### config.mk
export PLATFORM = sky130hd
export DESIGN_NAME = imm_decode_stage
export DESIGN_NICKNAME = d
export VERILOG_FILES = /design/src/rtl/imm_decode_stage.sv
export SDC_FILE = /design/constraint.sdc
export NUM_CORES = 1
export LEC_CHECK = 0
export BUFFER_PORTS_ARGS = -buffer_cell sky130_fd_sc_hd__buf_2
export CAP_MARGIN = 20
export CORE_MARGIN = 8
export CORE_UTILIZATION = 58
export CTS_BUF_LIST = sky130_fd_sc_hd__clkbuf_8 sky130_fd_sc_hd__clkbuf_16
export CTS_CLUSTER_SIZE = 8
export DETAILED_ROUTE_END_ITERATION = 8
export HOLD_SLACK_MARGIN = 0.15
export PLACE_DENSITY = 0.94
export SLEW_MARGIN = 15
export SYNTH_ARGS = -nofsm -noshare
export SYNTH_HDL_FRONTEND = slang
export SYNTH_SLANG_ARGS = --single-unit
### constraint.sdc
create_clock -name clk -period 6.6 [get_ports clk]
set_input_delay 0.66 -clock clk [delete_from_list [all_inputs] [get_ports clk]]
set_output_delay 0.66 -clock clk [all_outputs]
set_load 0.1 [all_outputs]
### src/rtl/imm_decode_stage.sv
// RV immediate decode stage: classifies the instruction format, builds the
// XLEN-wide immediate, and queues {imm, fmt, pc} in a small in-order buffer.
module imm_decode_stage #(
  parameter int XLEN  = 64,
  parameter int DEPTH = 2
) (
  input  logic            clk,
  input  logic            reset,
  input  logic            flush,
  input  logic            in_valid,
  output logic            in_ready,
  input  logic [31:0]     in_instr,
  input  logic [XLEN-1:0] in_pc,
  output logic            out_valid,
  input  logic            out_ready,
  output logic [XLEN-1:0] out_imm,
  output logic [2:0]      out_fmt,
  output logic [XLEN-1:0] out_pc
);

  if (!((XLEN == 32 || XLEN == 64) && (DEPTH == 1 || DEPTH == 2))) begin : g_bad_param
    $error("imm_decode_stage: XLEN must be 32 or 64 and DEPTH must be 1 or 2");
  end

  localparam logic [2:0] F_R = 3'd0, F_I = 3'd1, F_S = 3'd2, F_B = 3'd3,
                         F_U = 3'd4, F_J = 3'd5, F_SH = 3'd6, F_ILL = 3'd7;
  localparam logic [6:0] OP_IMM = 7'b0010011, OP_IMM32 = 7'b0011011, OP_32 = 7'b0111011;
  localparam logic [1:0] DEPTH_C = 2'(DEPTH);
  localparam bit         RV32 = (XLEN == 32);

  typedef struct packed {
    logic [XLEN-1:0] imm;
    logic [2:0]      fmt;
    logic [XLEN-1:0] pc;
  } entry_t;

  logic [6:0]      opc;
  logic [2:0]      f3;
  logic            is_sh;
  logic [XLEN-1:0] imm_i, imm_s, imm_b, imm_u, imm_j, imm_sh;
  logic [63:0]     imm_u64;
  logic [2:0]      dec_fmt;
  logic [XLEN-1:0] dec_imm;

  assign opc     = in_instr[6:0];
  assign f3      = in_instr[14:12];
  assign is_sh   = (f3 == 3'b001) || (f3 == 3'b101);
  assign imm_i   = {{(XLEN-12){in_instr[31]}}, in_instr[31:20]};
  assign imm_s   = {{(XLEN-12){in_instr[31]}}, in_instr[31:25], in_instr[11:7]};
  assign imm_b   = {{(XLEN-12){in_instr[31]}}, in_instr[7], in_instr[30:25], in_instr[11:8], 1'b0};
  assign imm_j   = {{(XLEN-20){in_instr[31]}}, in_instr[19:12], in_instr[20], in_instr[30:21], 1'b0};
  assign imm_u64 = {{32{in_instr[31]}}, in_instr[31:12], 12'b0};
  assign imm_u   = imm_u64[XLEN-1:0];
  // Only RV64 OP-IMM shifts use the 6-bit shamt; W-shifts stay 5-bit.
  assign imm_sh  = XLEN'({(opc == OP_IMM && !RV32) ? in_instr[25] : 1'b0, in_instr[24:20]});

  always_comb begin
    dec_fmt = F_ILL;
    unique case (opc)
      7'b0000011, 7'b1100111, 7'b0001111, 7'b1110011: dec_fmt = F_I;
      OP_IMM:   dec_fmt = !is_sh ? F_I : ((RV32 && in_instr[25]) ? F_ILL : F_SH);
      OP_IMM32: dec_fmt = RV32 ? F_ILL : (!is_sh ? F_I : (in_instr[25] ? F_ILL : F_SH));
      7'b0100011: dec_fmt = F_S;
      7'b1100011: dec_fmt = F_B;
      7'b0110111, 7'b0010111: dec_fmt = F_U;
      7'b1101111: dec_fmt = F_J;
      7'b0110011: dec_fmt = F_R;
      OP_32:    dec_fmt = RV32 ? F_ILL : F_R;
      default:  dec_fmt = F_ILL;
    endcase
  end

  always_comb begin
    dec_imm = '0;
    case (dec_fmt)
      F_I:     dec_imm = imm_i;
      F_S:     dec_imm = imm_s;
      F_B:     dec_imm = imm_b;
      F_U:     dec_imm = imm_u;
      F_J:     dec_imm = imm_j;
      F_SH:    dec_imm = imm_sh;
      default: dec_imm = '0;
    endcase
  end

  // Buffer: entry 0 is always the head; pops shift toward it.
  entry_t     ent_q [DEPTH];
  entry_t     ent_d [DEPTH];
  entry_t     dec_ent;
  logic [1:0] cnt_q, cnt_d, wr_idx;
  logic       push, pop;

  assign in_ready  = (cnt_q < DEPTH_C);
  assign out_valid = (cnt_q != 2'd0);
  assign push      = in_valid & in_ready;
  assign pop       = out_valid & out_ready;
  assign wr_idx    = cnt_q - 2'(pop);
  assign dec_ent   = '{imm: dec_imm, fmt: dec_fmt, pc: in_pc};

  always_comb begin
    ent_d = ent_q;
    cnt_d = cnt_q;
    if (flush) begin
      cnt_d = '0;
      for (int i = 0; i < DEPTH; i++) ent_d[i] = '0;
    end else begin
      if (pop) begin
        for (int i = 0; i < DEPTH - 1; i++) ent_d[i] = ent_q[i+1];
        ent_d[DEPTH-1] = '0;
      end
      for (int i = 0; i < DEPTH; i++)
        if (push && 2'(i) == wr_idx) ent_d[i] = dec_ent;
      cnt_d = cnt_q + 2'(push) - 2'(pop);
    end
  end

  always_ff @(posedge clk) begin
    if (reset) begin
      cnt_q <= '0;
      for (int i = 0; i < DEPTH; i++) ent_q[i] <= '0;
    end else begin
      cnt_q <= cnt_d;
      for (int i = 0; i < DEPTH; i++) ent_q[i] <= ent_d[i];
    end
  end

  assign out_imm = ent_q[0].imm;
  assign out_fmt = ent_q[0].fmt;
  assign out_pc  = ent_q[0].pc;

endmodule

==> impl_metrics.prom <==
# TYPE chip_impl_metric gauge
chip_impl_info{name="run_status",value="complete, no violations"} 1
chip_impl_metric{name="netlist_area",unit="um2"} 9510
chip_impl_info{name="rsz_0062_raised_after_global_routing",value="no"} 1
chip_impl_info{name="timing.hold.worst.class",value="reg -> reg"} 1
chip_impl_metric{name="cp.required",unit="ps"} 6920
chip_impl_info{name="critPathKind",value="reg -> reg"} 1
chip_impl_metric{name="setup.reg_to_reg.worst_slack",unit="ps"} 2750
chip_impl_metric{name="met2WireLength",unit="mm"} 11.9
chip_impl_metric{name="drcViolationCount",unit=""} 0
chip_impl_metric{name="drt_pass1_iterations",unit=""} 5
chip_impl_info{name="mostFrequentLayoutCells",value="sky130_fd_sc_hd__nand2_1, sky130_fd_sc_hd__buf_2, sky130_fd_sc_hd__dfxtp_1"} 1
chip_impl_metric{name="timing_worst_slew_pin_value",unit="ps"} 1140
chip_impl_metric{name="synth_seq_area_share",unit="%"} 42.1
chip_impl_metric{name="combinational_power_share",unit="%"} 23.5
chip_impl_metric{name="crit_path_max_fanout",unit=""} 99
chip_impl_metric{name="distinct_cell_type_count_after_synthesis",unit=""} 53
chip_impl_metric{name="pwr-share-seq",unit="%"} 41.9
chip_impl_metric{name="grt_first_pass_wirelength",unit="mm"} 38.5
chip_impl_metric{name="power_density",unit="nW/um2"} 296
chip_impl_metric{name="postPlaceCellArea",unit="um2"} 9740
chip_impl_metric{name="cts_max_level",unit=""} 4
chip_impl_metric{name="critical_path_arrival",unit="ps"} 4160
chip_impl_metric{name="grt_usage",unit="%"} 22.6
chip_impl_metric{name="cts_setup_buffers",unit=""} 0
chip_impl_metric{name="viasPerCell",unit=""} 5.86
chip_impl_metric{name="synth_nets",unit=""} 1264
chip_impl_info{name="top_layer",value="met4"} 1
chip_impl_metric{name="number_of_cells_produced_by_synthesis",unit=""} 1160
chip_impl_metric{name="core_region_area",unit="um2"} 16300
chip_impl_metric{name="worst-r2r-cell-count",unit=""} 9
chip_impl_metric{name="fmaxAchievable",unit="MHz"} 260
chip_impl_metric{name="vdd.ir_drop.worst",unit="mV"} 0.203
chip_impl_metric{name="final_hold_vio_count",unit=""} 0
chip_impl_metric{name="finalClockSkew",unit="ps"} 13.0
chip_impl_metric{name="total_of_flip_flops_plus_latches_after_synthesis",unit=""} 200
chip_impl_metric{name="area_growth_syn_to_layout",unit="%"} 8.60
chip_impl_metric{name="start_util",unit="%"} 58.4
chip_impl_metric{name="n_fill_cell",unit=""} 1382
chip_impl_metric{name="via_count_of_the_first_global_routing_pass",unit=""} 7732
chip_impl_metric{name="design.die.area",unit="um2"} 20800
chip_impl_metric{name="maxSlewViolCount",unit=""} 0
chip_impl_metric{name="postLayoutCellArea",unit="um2"} 10300
chip_impl_info{name="cts.root.buffer_cell",value="sky130_fd_sc_hd__clkbuf_16"} 1
chip_impl_metric{name="min_period",unit="ps"} 3850
chip_impl_metric{name="leakagePower",unit="uW"} 0.00417
chip_impl_metric{name="post-dp-hpwl",unit="mm"} 16.2
chip_impl_metric{name="final.period_utilization",unit="%"} 58.3
chip_impl_metric{name="timing.max_slew.rel_slack",unit="%"} 23.8
chip_impl_metric{name="gpl.final_weighted_congestion",unit=""} 0.948
chip_impl_metric{name="core.rowCount",unit=""} 47
chip_impl_metric{name="post_cts_resize_count",unit=""} 0
chip_impl_metric{name="cts_made_buffers",unit=""} 17
chip_impl_metric{name="die_width",unit="um"} 144
chip_impl_metric{name="n_antenna_cell",unit=""} 0
chip_impl_metric{name="power_frac_clock",unit="%"} 34.6
chip_impl_metric{name="grt_antenna_before_repair",unit=""} 0
chip_impl_metric{name="worst_skew_pair.late_latency",unit="ps"} 420
chip_impl_info{name="layout_commonest_cell",value="sky130_fd_sc_hd__nand2_1"} 1
chip_impl_metric{name="final-setup-viol-count",unit=""} 0
chip_impl_metric{name="number_of_nets_with_antenna_violations_after_routing",unit=""} 0
chip_impl_info{name="worst_setup_ep_type",value="flop"} 1
chip_impl_metric{name="num-nets-final",unit=""} 1304
chip_impl_metric{name="drive_gt1_share",unit="%"} 26.5
chip_impl_metric{name="avgRoutedWirePerCell",unit="um"} 17.1
chip_impl_metric{name="postCtsHoldBufs",unit=""} 0
chip_impl_metric{name="dr_wl_met3",unit="mm"} 2.00
chip_impl_metric{name="cap_violations",unit=""} 0
chip_impl_metric{name="count_of_input_and_output_buffers",unit=""} 233
chip_impl_info{name="endpoint",value="out_pc[0]"} 1
chip_impl_metric{name="power.switching",unit="uW"} 1120
chip_impl_metric{name="vias",unit=""} 8404
chip_impl_metric{name="clk_pin_slew",unit="ps"} 70
chip_impl_metric{name="top_level_ports",unit=""} 234
chip_impl_metric{name="final_critical_path_setup_slack",unit="ps"} 2750
chip_impl_metric{name="pre_cts_worst_setup_slack",unit="ps"} 2600
chip_impl_metric{name="synthesis.area_per_instance",unit="um2"} 8.20
chip_impl_metric{name="globalRoute.totalOverflow",unit=""} 0
chip_impl_info{name="r2r_end",value="out_pc[0]"} 1
chip_impl_metric{name="synth.yosys.warnings",unit=""} 0
chip_impl_metric{name="routedLengthMet1",unit="mm"} 9.73
chip_impl_metric{name="ctsLongestPathBuffers",unit=""} 2
chip_impl_metric{name="die_h",unit="um"} 144
chip_impl_info{name="timing.rr.start",value="cnt_q[0]"} 1
chip_impl_info{name="crit_path_start",value="cnt_q[0]"} 1
chip_impl_info{name="worstSetupStartpointType",value="flop"} 1
chip_impl_metric{name="setup_total_negative_slack",unit="ps"} 0
chip_impl_info{name="clock_tree_from_tritoncts",value="built"} 1
chip_impl_metric{name="route.final.wire_length",unit="mm"} 24.4
chip_impl_metric{name="first_iter_violations",unit=""} 603
chip_impl_metric{name="clock-sinks",unit=""} 200
chip_impl_metric{name="cellInternalPower",unit="uW"} 1940
chip_impl_metric{name="power.share.switching",unit="%"} 36.7
chip_impl_metric{name="grt_max_degree",unit=""} 104
[layout make-up]
cell class / instances / area, um2 / share of cell area (%)
multi-input combinational: 730 / 4180 / 40.4
sequential: 200 / 4000 / 38.8
timing repair buffer: 245 / 1260 / 12.2
clock buffer: 18 / 439 / 4.25
tap: 220 / 275 / 2.66
clock inverter: 14 / 158 / 1.53
inverter: 6 / 22.5 / 0.218
[Yosys cell counts, drive strengths merged]
cell type	n	area [um2]
xnor2	2	17.5
a22o	6	52.6
nand4bb	1	11.3
or3	3	18.8
o2bb2ai	5	43.8
inv	6	22.5
nand2	255	960
nor3b	2	15.0
dfxtp	200	4000
and2	3	18.8
nor4	2	12.5
o221a	1	11.3
and4b	1	10.0
o21bai	2	15.0
nor4b	2	17.5
a311oi	67	587
nor2	77	289
or4	1	7.51
o211a	1	10.0
o31ai	4	53.8
and3b	1	8.76
a22oi	4	30.0
a211oi	27	253
a21o	1	7.51
a31o	1	8.76
buf	145	1040
nand2b	10	62.6
a31oi	3	18.8
or2	3	18.8
ha	3	37.5
o311a	1	10.0
a221oi	19	279
nand4	1	6.26
mux2i	24	240
a41oi	1	8.76
and3	2	12.5
nor2b	2	12.5
nor3	6	41.3
a21oi	96	480
and4	1	8.76
o21ai	12	60.1
nand3	74	370
o21a	3	22.5
clkbuf	79	297
[metal layers]
layer	GRT usage (%)	vias up
li1	-	3992
met1	27.7	3962
met2	37.1	389
met3	4.85	61
met4	10.8	0
met5	0	-
[power groups by stage]
stage	Clock (uW)	Combinational [uW]	Sequential, uW
after floorplan	0	637	1300
after global placement	0	702	1310
after detailed placement	0	715	1310
after CTS	1070	717	1280
after global routing	1120	754	1290
final	1060	717	1280
[state kept, by name (all words and copies together) (netlist names)]
name,count
out_pc,64
ent_q,99
out_fmt,3
cnt_q,2
out_imm,32
[cell families after synthesis]
logic type,share of synthesized area [%]
adders and majority gates,0.395
xor gates and xnor gates,0.184
buffers and inverters,14.3
muxes,2.52
DFF,42.1
AOI/OAI and AO/OA,20.5
and+or+nand+nor,20.0
[critical path: stages, from the launching register on]
cell and delay, ps:
sky130_fd_sc_hd__dfxtp_1 370, sky130_fd_sc_hd__or2_2 170, sky130_fd_sc_hd__nand2_4 50, sky130_fd_sc_hd__inv_2 30, sky130_fd_sc_hd__buf_4 650, sky130_fd_sc_hd__ha_1 440
sky130_fd_sc_hd__nand2_4 620, sky130_fd_sc_hd__buf_4 870, sky130_fd_sc_hd__nor2_1 130, sky130_fd_sc_hd__a311oi_1 310
[how the worst min path moves through the flow]
stage,endpoint,startpoint,cells past startpoint,slack (ps)
2_1_floorplan,ent_q[66],ent_q[66],2,420
3_3_place_gp,ent_q[68],ent_q[68],2,430
3_5_place_dp,ent_q[72],ent_q[72],2,440
4_1_cts,out_imm[10],in_instr[30],2,460
5_1_grt,ent_q[35],in_pc[35],3,470
6_report,ent_q[67],ent_q[67],2,470
[metrics by stage]
stage                     power, uW  utilization [%]  hold WS [ps]  std cells
after CTS                      3060             63.4           461       1433
after floorplan                1940                -           425       1160
after detailed placement       2020             59.8           441       1401
after global routing           3160             63.4           466       1433
after global placement         2010             59.7           433       1400
final                          3060             63.4           465       1433
(Power assumes the default switching activity.)
